==> src/rtl/regfile_arbiter.sv <==
// rtl/regfile_arbiter.sv - two-requester arbiter for the 16x8 register file
// Round-robin grant in IDLE with a bounded lock mode for atomic multi-beat sequences.
module regfile_arbiter #(
  parameter int MAX_LOCK = 4
) (
  input  logic       clk,
  input  logic       reset,
  input  logic       req0_valid,
  input  logic       req0_we,
  input  logic [3:0] req0_addr_a,
  input  logic [3:0] req0_addr_b,
  input  logic [7:0] req0_wdata,
  input  logic       req0_lock,
  output logic       req0_ready,
  output logic       req0_rvalid,
  output logic [7:0] req0_rdata_a,
  output logic [7:0] req0_rdata_b,
  input  logic       req1_valid,
  input  logic       req1_we,
  input  logic [3:0] req1_addr_a,
  input  logic [3:0] req1_addr_b,
  input  logic [7:0] req1_wdata,
  input  logic       req1_lock,
  output logic       req1_ready,
  output logic       req1_rvalid,
  output logic [7:0] req1_rdata_a,
  output logic [7:0] req1_rdata_b,
  output logic       rf_reg_write,
  output logic [3:0] rf_rd,
  output logic [3:0] rf_rs1,
  output logic [3:0] rf_rs2,
  output logic [7:0] rf_write_data,
  input  logic [7:0] rf_out_rs1,
  input  logic [7:0] rf_out_rs2,
  output logic       lock_timeout
);

  typedef enum logic [1:0] {IDLE, OWN0, OWN1} state_t;

  localparam logic [3:0] LOCK_LAST = 4'(MAX_LOCK - 1);

  state_t     state_q, state_d;
  logic       last_q, last_d;
  logic [3:0] lock_cnt_q, lock_cnt_d;
  logic       lock_timeout_q, lock_timeout_d;
  logic       rvalid0_q, rvalid0_d, rvalid1_q, rvalid1_d;
  logic [7:0] rdata_a0_q, rdata_a0_d, rdata_b0_q, rdata_b0_d;
  logic [7:0] rdata_a1_q, rdata_a1_d, rdata_b1_q, rdata_b1_d;
  logic       grant0, grant1;

  always_ff @(posedge clk or posedge reset) begin
    if (reset) begin
      state_q        <= IDLE;
      last_q         <= 1'b1;
      lock_cnt_q     <= 4'd0;
      lock_timeout_q <= 1'b0;
      rvalid0_q      <= 1'b0;
      rvalid1_q      <= 1'b0;
      rdata_a0_q     <= 8'h00;
      rdata_b0_q     <= 8'h00;
      rdata_a1_q     <= 8'h00;
      rdata_b1_q     <= 8'h00;
    end else begin
      state_q        <= state_d;
      last_q         <= last_d;
      lock_cnt_q     <= lock_cnt_d;
      lock_timeout_q <= lock_timeout_d;
      rvalid0_q      <= rvalid0_d;
      rvalid1_q      <= rvalid1_d;
      rdata_a0_q     <= rdata_a0_d;
      rdata_b0_q     <= rdata_b0_d;
      rdata_a1_q     <= rdata_a1_d;
      rdata_b1_q     <= rdata_b1_d;
    end
  end

  // Timeout takes priority; otherwise dropping lock leaves OWNk whether or not a beat is granted.
  always_comb begin
    state_d        = state_q;
    last_d         = last_q;
    lock_cnt_d     = lock_cnt_q;
    lock_timeout_d = 1'b0;
    if (grant0) last_d = 1'b0;
    if (grant1) last_d = 1'b1;
    case (state_q)
      IDLE: begin
        if (grant0 && req0_lock) begin
          state_d    = OWN0;
          lock_cnt_d = 4'd0;
        end else if (grant1 && req1_lock) begin
          state_d    = OWN1;
          lock_cnt_d = 4'd0;
        end
      end
      OWN0: begin
        if (lock_cnt_q == LOCK_LAST) begin
          state_d        = IDLE;
          lock_timeout_d = 1'b1;
          last_d         = 1'b0;
        end else if (!req0_lock) begin
          state_d = IDLE;
        end else begin
          lock_cnt_d = lock_cnt_q + 4'd1;
        end
      end
      OWN1: begin
        if (lock_cnt_q == LOCK_LAST) begin
          state_d        = IDLE;
          lock_timeout_d = 1'b1;
          last_d         = 1'b1;
        end else if (!req1_lock) begin
          state_d = IDLE;
        end else begin
          lock_cnt_d = lock_cnt_q + 4'd1;
        end
      end
      default: state_d = IDLE;
    endcase
  end

  always_comb begin
    grant0 = 1'b0;
    grant1 = 1'b0;
    case (state_q)
      IDLE: begin
        grant0 = req0_valid && (!req1_valid || last_q);
        grant1 = req1_valid && (!req0_valid || !last_q);
      end
      OWN0:    grant0 = req0_valid;
      OWN1:    grant1 = req1_valid;
      default: ;
    endcase
    if (reset) begin
      grant0 = 1'b0;
      grant1 = 1'b0;
    end
    rf_reg_write  = 1'b0;
    rf_rd         = 4'd0;
    rf_rs1        = 4'd0;
    rf_rs2        = 4'd0;
    rf_write_data = 8'h00;
    if (grant0) begin
      rf_reg_write  = req0_we;
      rf_rd         = req0_addr_a;
      rf_rs1        = req0_addr_a;
      rf_rs2        = req0_addr_b;
      rf_write_data = req0_wdata;
    end else if (grant1) begin
      rf_reg_write  = req1_we;
      rf_rd         = req1_addr_a;
      rf_rs1        = req1_addr_a;
      rf_rs2        = req1_addr_b;
      rf_write_data = req1_wdata;
    end
    rvalid0_d  = grant0 && !req0_we;
    rvalid1_d  = grant1 && !req1_we;
    rdata_a0_d = rvalid0_d ? rf_out_rs1 : rdata_a0_q;
    rdata_b0_d = rvalid0_d ? rf_out_rs2 : rdata_b0_q;
    rdata_a1_d = rvalid1_d ? rf_out_rs1 : rdata_a1_q;
    rdata_b1_d = rvalid1_d ? rf_out_rs2 : rdata_b1_q;
  end

  assign req0_ready   = grant0;
  assign req1_ready   = grant1;
  assign req0_rvalid  = rvalid0_q;
  assign req1_rvalid  = rvalid1_q;
  assign req0_rdata_a = rdata_a0_q;
  assign req0_rdata_b = rdata_b0_q;
  assign req1_rdata_a = rdata_a1_q;
  assign req1_rdata_b = rdata_b1_q;
  assign lock_timeout = lock_timeout_q;

endmodule

==> config.mk <==
export PLATFORM = sky130hd
export DESIGN_NAME = regfile_arbiter
export DESIGN_NICKNAME = d
export VERILOG_FILES = /design/src/rtl/regfile_arbiter.sv
export SDC_FILE = /design/constraint.sdc
export NUM_CORES = 1
export LEC_CHECK = 0
export ABC_CLOCK_PERIOD_IN_PS = 6100
export CAP_MARGIN = 20
export CORE_AREA = 2 2 74 76
export CTS_CLUSTER_DIAMETER = 80
export DETAILED_ROUTE_END_ITERATION = 6
export DIE_AREA = 0 0 76 78
export HOLD_SLACK_MARGIN = 0.03
export PLACE_DENSITY = 0.93
export SYNTH_ARGS = -nofsm -noshare
export SYNTH_HDL_FRONTEND = slang
export SYNTH_SLANG_ARGS = --single-unit
==> constraint.sdc <==
create_clock -name clk -period 6.1 [get_ports clk]
set_clock_uncertainty 0.1 [all_clocks]
set_input_delay 0.915 -clock clk [delete_from_list [all_inputs] [get_ports clk]]
set_output_delay 0.915 -clock clk [all_outputs]
set_load 0.03 [all_outputs]
**Word level (Yosys, flattened, before mapping)**

Index checks and enable logic that the tools add are counted.
W data, S select, Z words.

- Eq/ne operators: 10
- Muxes and demuxes: 33
- Reductions and logical operators: 18
- $add $sub $neg: 1

Operators by type and width:

| operator | count |
|---|---|
| $mux W4 | 10 |
| $mux W8 | 2 |
| $mux W2 | 6 |
| $pmux W4 S3 | 1 |
| $mux W1 | 10 |
| $ne A3 B3 Y1 const B | 3 |
| $ne A2 B2 Y1 const B | 4 |
| $logic_and A1 B1 Y1 | 6 |
| $pmux W1 S2 | 3 |
| $pmux W2 S3 | 1 |
| $reduce_and A6 Y1 | 1 |
| $logic_not A1 Y1 | 5 |
| $add A4 B1 Y4 const B | 1 |
| $eq A4 B2 Y1 const B | 1 |
| $reduce_and A3 Y1 | 1 |
| $reduce_bool A3 Y1 | 1 |
| $eq A2 B1 Y1 const B | 1 |
| $eq A2 B2 Y1 const B | 1 |
| $logic_not A2 Y1 | 1 |
| $logic_or A1 B1 Y1 | 2 |
| $reduce_or A2 Y1 | 1 |

- Input port bits: 56
- Word-level logic and storage cells: 72
- Flip-flop bits (word level): 42
- Output and inout bits: 58

**Longest topological paths before layout**

Gate-level depths: netlist of run 1.

- Word-level depth: 9
- Depth in mapped cells: 9
- Gate-level depth less buffers: 7

**Least setup slack after synthesis of run 1**

No wires, ideal clock.

- Path kind: input to output
- Start point: in reset
- End point: out rf_rs1[0]
- Data required time: 5.085 ns
- Path buffers: 3
- Setup slack: 1.335 ns
- Data arrival time: 3.750 ns
- Stages: 7
- Path through: inv_1 -> o211a_1 -> buf_2 -> buf_2 -> nand2_1 -> o21ai_0 -> buf_4

- Longest elaborated chain between the ends: 3
- Elaborated cells on any way between the ends: 4
- Those cells by class: 4 x mux

Ends and longest elaborated chain:

| item | RTL line | RTL |
|---|---|---|
| from (decl) | 7 | `input logic reset,` |
| $mux W1 | 133 | `if (reset) begin` |
| via req1_ready | 24 | `output logic req1_ready,` |
| $mux W4 (2 in a row) | - |  |
| to (decl) | 30 | `output logic [3:0] rf_rs1,` |

The timed path passes the listed nets, and every way through them passes these cells.

**Worst setup path after layout of run 1**

- Start point: in reset
- End point: out rf_write_data[4]

- Longest elaborated chain between the ends: 3
- Elaborated cells on any way between the ends: 4
- Those cells by class: 4 x mux

Ends and longest elaborated chain:

| item | RTL line | RTL |
|---|---|---|
| $mux W1 | 133 |  |
| $mux W8 | 148 | `end else if (grant1) begin` |
| $mux W8 (*) | 142 | `if (grant0) begin` |
| to (decl) | 32 | `output logic [7:0] rf_write_data,` |

Mark *: on every way between the ends. The rest lies on a longest branch, timed or not.

==> results of run 1 <==
[worst max-delay path, cell delays in order]
cell and delay, ns:
clkdlybuf4s50_1 0.44, inv_2 0.25, o211a_1 0.61, nand2_1 0.10
o21ai_0 0.30, clkdlybuf4s50_1 0.75
[routing by layer]
layer,GRT usage,part of all wire,vias to the layer above
met3,0.0802,0.098,10
met1,0.232,0.40,877
li1,-,-,857
met4,0.0764,0.023,0
met2,0.363,0.47,101
met5,0,0,-
[stage by stage]
stage | hold slack [ns] | utilization | instance area (um2) | cells | setup WS, ns
after global routing | 0.426 | 0.663 | 3340 | 368 | 1.59
after global placement | 0.389 | 0.642 | 3240 | 360 | 1.76
final | 0.408 | 0.663 | 3340 | 368 | 1.70
after CTS | 0.415 | 0.663 | 3340 | 368 | 1.71
after floorplan | 0.378 | - | 2100 | 188 | 1.34
after detailed placement | 0.394 | 0.642 | 3240 | 360 | 1.72
[kinds of logic (layout without fill, tap and decap cells)]
kind of cell	after synthesis	count (layout)
AOI/OAI and AO/OA	34	34
adders and majority gates	5	5
buffers and inverters	20	130
DFF	42	42
muxes	34	34
and+or+nand+nor	53	53
[how the worst min path moves through the flow]
stage | slack (ns) | end | start
4_1_cts | 0.41 | req1_rdata_a[0]$_DFFE_PP0P_ | req1_rdata_a[0]$_DFFE_PP0P_
3_3_place_gp | 0.39 | req1_rdata_a[0]$_DFFE_PP0P_ | req1_rdata_a[0]$_DFFE_PP0P_
2_1_floorplan | 0.38 | lock_cnt_q[0]$_DFFE_PP0P_ | lock_cnt_q[0]$_DFFE_PP0P_
6_report | 0.41 | lock_cnt_q[0]$_DFFE_PP0P_ | lock_cnt_q[0]$_DFFE_PP0P_
5_1_grt | 0.43 | req1_rdata_a[0]$_DFFE_PP0P_ | req1_rdata_a[0]$_DFFE_PP0P_
3_5_place_dp | 0.39 | req1_rdata_b[1]$_DFFE_PP0P_ | req1_rdata_b[1]$_DFFE_PP0P_
[layout make-up]
| type | count | area, um2 |
|---|---|---|
| clock buffer | 5 | 68.8 |
| clock inverter | 3 | 40.0 |
| fill | 382 | 1700 |
| inverter | 8 | 30.0 |
| multi-input combinational | 126 | 927 |
| sequential | 42 | 1050 |
| tap | 70 | 87.6 |
| timing repair buffer | 114 | 1140 |
[power by group]
part / total (mW) / internal, mW / switching [mW]
logic: 0.910 / 0.416 / 0.493
clock network: 0.215 / 0.120 / 0.0943
registers: 0.478 / 0.405 / 0.0735
[registers in the layout, indices dropped and copies added (netlist names)]
name	flops
req0_rdata_a	8
req0_rdata_b	8
req1_rdata_a	8
req1_rdata_b	8
lock_cnt_q	4
state_q	2
last_q	1
lock_timeout	1
req0_rvalid	1
req1_rvalid	1
[layout by cell type (no fill, tap or decap), drive strengths merged, types with 3 or more instances in the layout]
| cell type | n |
|---|---|
| a21oi | 5 |
| clkbuf | 5 |
| clkdlybuf4s50 | 113 |
| dfrtp | 41 |
| ha | 5 |
| inv | 8 |
| mux2 | 32 |
| nand2 | 39 |
| nand3 | 3 |
| o21ai | 18 |
==> flow_metrics.env, run 1 <==
export IMPL_setup_viol=0
export IMPL_synth_area_um2=2100
export IMPL_drc=0
export IMPL_final_hold_viol_count=0
export IMPL_io_pin_count=114
export IMPL_core_um2=5040
export IMPL_row_count=26
export IMPL_drt_iter0_drc=50
export IMPL_yosysMostFrequentCell="dfrtp_1"
export IMPL_via_per_inst=5.01
export IMPL_clock_tree_root_cell="clkbuf_8"
export IMPL_cts_tree="yes"
export IMPL_die_x_um=76
export IMPL_cp_start_kind="input pin"
export IMPL_synth_avg_cell_area_um2=11.2
export IMPL_worst_r2r_path_depth=6
export IMPL_postCtsResizedCells=0
export IMPL_syn_to_final_growth_pct=59.5
export IMPL_worstReg2RegEnd="req1_rdata_b[0]$_DFFE_PP0P_"
export IMPL_grt_pass1_vias=1904
export IMPL_yosys_warnings=0
export IMPL_synthXorXnorAreaFrac=0
export IMPL_async_reset_ff_frac=1.00
export IMPL_synth_top_family_by_area="multiplexers"
export IMPL_hold_class="reg -> reg"
export IMPL_critPathCapture="rf_write_data[4]"
export IMPL_r2r_slack_ns=3.25
export IMPL_wirelength_mm=5.78
export IMPL_p_leak_nw=1.41
export IMPL_synth_simple_gate_area_frac=0.127
export IMPL_max_freq_ghz=0.227
export IMPL_die_h_um=78
export IMPL_synth_nets=249
export IMPL_rsz0062_at_grt="false"
export IMPL_ys_top_cells_by_count="dfrtp_1, nand2_1, mux2_2"
export IMPL_n_antenna_cell=0
export IMPL_min_path_cells=1
export IMPL_vias=1845
export IMPL_netlist_instances=188
export IMPL_wire_per_inst_um=15.7
export IMPL_min_period_ns=4.40
export IMPL_synth_cell_type_count=36
export IMPL_cts_buffer_depth=2
export IMPL_pwr_density_cell_nw_per_um2=479
export IMPL_crit_path_start="reset"
export IMPL_ir_worst_vdd_mv=0.350
export IMPL_drt_first_pass_iters=4
export IMPL_grt_overflow_total=0
export IMPL_cp_max_fo=21
export IMPL_ctsHoldBuffers=0
export IMPL_synth_ff_latch_count=42
export IMPL_final_max_slew_violation_count=0
export IMPL_synth_top_area_cell="dfrtp_1"
export IMPL_io_buffers=113
export IMPL_status="finished clean"
export IMPL_grt_antenna_before_repair=0
export IMPL_grt_max_degree=37
export IMPL_path_clk_slew_ns=0.07
export IMPL_cap_violations=0
export IMPL_path_class="in -> out"
export IMPL_yosysTopAreaCellShare=0.489
export IMPL_cp_end_kind="primary output"
export IMPL_arrival_ns=3.39
export IMPL_grt_pass1_wl_mm=9.60
export IMPL_fin_crit_sh=0.721
export IMPL_synth_adder_area_share=0.0298
export IMPL_gp_congestion=0.855
export IMPL_yosysSeqAreaShare=0.502
export IMPL_post_cts_repair_setup_buffers=0
export IMPL_initial_core_util=0.416
export IMPL_ant_nets=0
export IMPL_rr_startpoint="state_q[0]$_DFFE_PP0P_"
export IMPL_htreeDepth=2
export IMPL_power_mw=1.60
export IMPL_synth_main_ff_cell="dfrtp_1"
export IMPL_cts_sinks=42
export IMPL_grt_use_total=0.208
export IMPL_fin_tns_setup_ns=0
export IMPL_nNetsFinal=358
export IMPL_synthMuxAreaShare=0.181
export IMPL_tightest_slew_ns=0.968
export IMPL_max_slew_margin=0.355
export IMPL_final_layout_size_suffix_gt1_frac=0.174
export IMPL_hpwl_mm=4.27
export IMPL_synth_compound_area_frac=0.104
export IMPL_clock_latency_ns=0.29
export IMPL_yosys_top_cells_area="dfrtp_1, mux2_2, nand2_1, o21ai_0, ha_1"
export IMPL_synth_edf_count=0
export IMPL_required_ns=5.08
export IMPL_numCtsBuffers=5
export IMPL_die_area_um2=5930
(Power assumes the default switching activity.)
==> run 2, diff against run 1 <==
==> config.mk (replaced) <==
export PLATFORM = sky130hd
export DESIGN_NAME = regfile_arbiter
export DESIGN_NICKNAME = d
export VERILOG_FILES = /design/src/rtl/regfile_arbiter.sv
export SDC_FILE = /design/constraint.sdc
export NUM_CORES = 1
export LEC_CHECK = 0
export ABC_CLOCK_PERIOD_IN_PS = 3600
export CAP_MARGIN = 20
export CORE_AREA = 2 2 81 83
export CTS_CLUSTER_DIAMETER = 80
export DETAILED_ROUTE_END_ITERATION = 6
export DIE_AREA = 0 0 83 85
export HOLD_SLACK_MARGIN = 0.03
export PLACE_DENSITY = 0.83
export SYNTH_ARGS = -nofsm -noshare
export SYNTH_HDL_FRONTEND = slang
export SYNTH_SLANG_ARGS = --single-unit
==> constraint.sdc (replaced) <==
create_clock -name clk -period 3.6 [get_ports clk]
set_clock_uncertainty 0.1 [all_clocks]
set_input_delay 0.54 -clock clk [delete_from_list [all_inputs] [get_ports clk]]
set_output_delay 0.54 -clock clk [all_outputs]
set_load 0.03 [all_outputs]
==> run 2 against run 1 <==
  * Total power grew 68%
  * Worst hold slack lost 0.0016 ns
  * Sequential cell count is the same
  * Critical endpoint is now rf_rs1[2]
==> flow_metrics.env, run 2 (same netlist as run 1, synthesis figures left out) <==
export IMPL_tightest_slew_ns=0.528
export IMPL_final_max_slew_violation_count=0
export IMPL_p_leak_nw=1.46
export IMPL_vias=1764
export IMPL_final_layout_size_suffix_gt1_frac=0.252
export IMPL_swShare=0.415
export IMPL_row_count=29
export IMPL_status="finished clean"
export IMPL_die_x_um=83
export IMPL_grt_use_total=0.153
export IMPL_io_pin_count=114
export IMPL_arrival_ns=2.35
export IMPL_p_clk_frac=0.130
export IMPL_setup_viol=0
export IMPL_min_period_ns=2.99
export IMPL_grt_antenna_before_repair=0
export IMPL_max_slew_margin=0.648
export IMPL_hpwl_mm=4.14
export IMPL_p_switching_mw=1.11
export IMPL_internal_power_mw=1.57
export IMPL_syn_to_final_growth_pct=58.7
export IMPL_wirelength_mm=5.40
export IMPL_die_h_um=85
export IMPL_htreeDepth=2
export IMPL_drt_first_pass_iters=4
export IMPL_fin_tns_setup_ns=0
export IMPL_clock_tree_root_cell="clkbuf_8"
export IMPL_required_ns=2.96
export IMPL_final_common_cell="clkdlybuf4s50_1"
export IMPL_initial_core_util=0.338
export IMPL_mostFrequentLayoutCells="clkdlybuf4s50_1, dfrtp_1, nand2_1"
export IMPL_final_hold_viol_count=0
export IMPL_cts_tree="yes"
export IMPL_setup_ws_ns=0.615
export IMPL_pre_cts_ws_ns=0.647
export IMPL_cts_sinks=42
export IMPL_post_cts_repair_setup_buffers=0
export IMPL_cp_end_kind="primary output"
export IMPL_wire_per_inst_um=14.3
export IMPL_pwr_density_cell_nw_per_um2=807
export IMPL_hold_class="reg -> reg"
export IMPL_crit_path_start="state_q[0]$_DFFE_PP0P_"
export IMPL_drt_iter0_drc=72
export IMPL_n_antenna_cell=0
export IMPL_grt_overflow_total=0
export IMPL_postCtsResizedCells=0
export IMPL_gp_congestion=0.719
export IMPL_ir_worst_vdd_mv=0.476
export IMPL_fin_crit_sh=0.829
export IMPL_placedCellCount=370
export IMPL_numCtsBuffers=5
export IMPL_cts_buffer_depth=2
export IMPL_combPwrFrac=0.572
export IMPL_max_freq_ghz=0.335
export IMPL_ctsHoldBuffers=0
export IMPL_power_mw=2.69
export IMPL_rr_startpoint="state_q[0]$_DFFE_PP0P_"
export IMPL_multiInputGateArea_um2=927
export IMPL_path_class="reg -> out"
export IMPL_ant_nets=0
export IMPL_grt_pass1_wl_mm=8.85
export IMPL_cp_max_fo=15
export IMPL_path_clk_slew_ns=0.08
export IMPL_die_area_um2=7060
export IMPL_nFillCells=530
export IMPL_clock_latency_ns=0.28
export IMPL_grt_max_degree=43
export IMPL_seq_area_um2=1050
export IMPL_hp_start="req0_rdata_b[7]$_DFFE_PP0P_"
export IMPL_cp_start_kind="flop"
export IMPL_io_buffers=113
export IMPL_nNetsFinal=361
export IMPL_grt_pass1_vias=1817
export IMPL_p_seq_frac=0.298
export IMPL_cap_violations=0
export IMPL_post_layout_nonfiller_instances=378
export IMPL_via_per_inst=4.67
export IMPL_drc=0
export IMPL_core_um2=6200
export IMPL_rsz0062_at_grt="false"
[run 2: changes by cell type in the layout (fill, tap and decap cells not counted), sizes merged]
cell,previous run,this run
clkinvlp,0,1
clkdlybuf4s50,113,92
inv,8,7
buf,1,25
clkbuf,5,8
bufinv,1,0
clkinv,2,0
[run 2: worst paths after layout]
kind                            cells after the start                          end  slack [ns]
worst max register to register                      8  req1_rdata_a[0]$_DFFE_PP0P_        1.23
max in group asynchronous                           3  req1_rdata_a[7]$_DFFE_PP0P_        2.30
worst min register to register                      1  req0_rdata_b[7]$_DFFE_PP0P_        0.41
worst max-delay path                                8                    rf_rs1[2]        0.61
worst min-delay path                                1  req0_rdata_b[7]$_DFFE_PP0P_        0.41
min in group asynchronous                           3       lock_timeout$_DFF_PP0_        0.73
[run 2: stage by stage]
step | area, um2 | hold WS (ns) | util
finish | 3330 | 0.407 | 0.536
global route | 3330 | 0.424 | 0.536
CTS | 3330 | 0.413 | 0.536
detailed placement | 3220 | 0.396 | 0.519
global placement | 3220 | 0.387 | 0.519
floorplan | 2100 | 0.378 | -
[run 2: area by class of cell]
class | count | area share
clock buffers | 8 | 0.0331
repair buffers | 117 | 0.333
multi-input cells | 126 | 0.279
flip-flops and latches | 42 | 0.316
inverters | 8 | 0.0102
well taps | 77 | 0.0289
[run 2: per-layer routing]
layer	up-vias	part of all wire	wire, um	global-route usage
met4	0	0.011	60	0.0402
met3	6	0.036	197	0.0360
met5	-	0	0	0
met2	39	0.52	2810	0.260
met1	847	0.43	2330	0.197
li1	872	-	-	-
[run 2: critical path, cell delays in order, from the launching register on]
cell and delay [ns]:
dfrtp_1 0.42, inv_1 0.11, ha_1 0.22, a21boi_2 0.17
o211a_1 0.31, buf_4 0.26, nand2_1 0.07, o21ai_0 0.28
buf_4 0.23
[run 2: power by group through the flow]
stage                     sequential [mW]  combinational (mW)  clock [mW]
after CTS                           0.805                1.55       0.364
after global placement              0.800                1.52           0
final                               0.801                1.54       0.349
after detailed placement            0.814                1.54           0
after floorplan                      1.17               0.573           0
after global routing                0.833                1.63       0.384
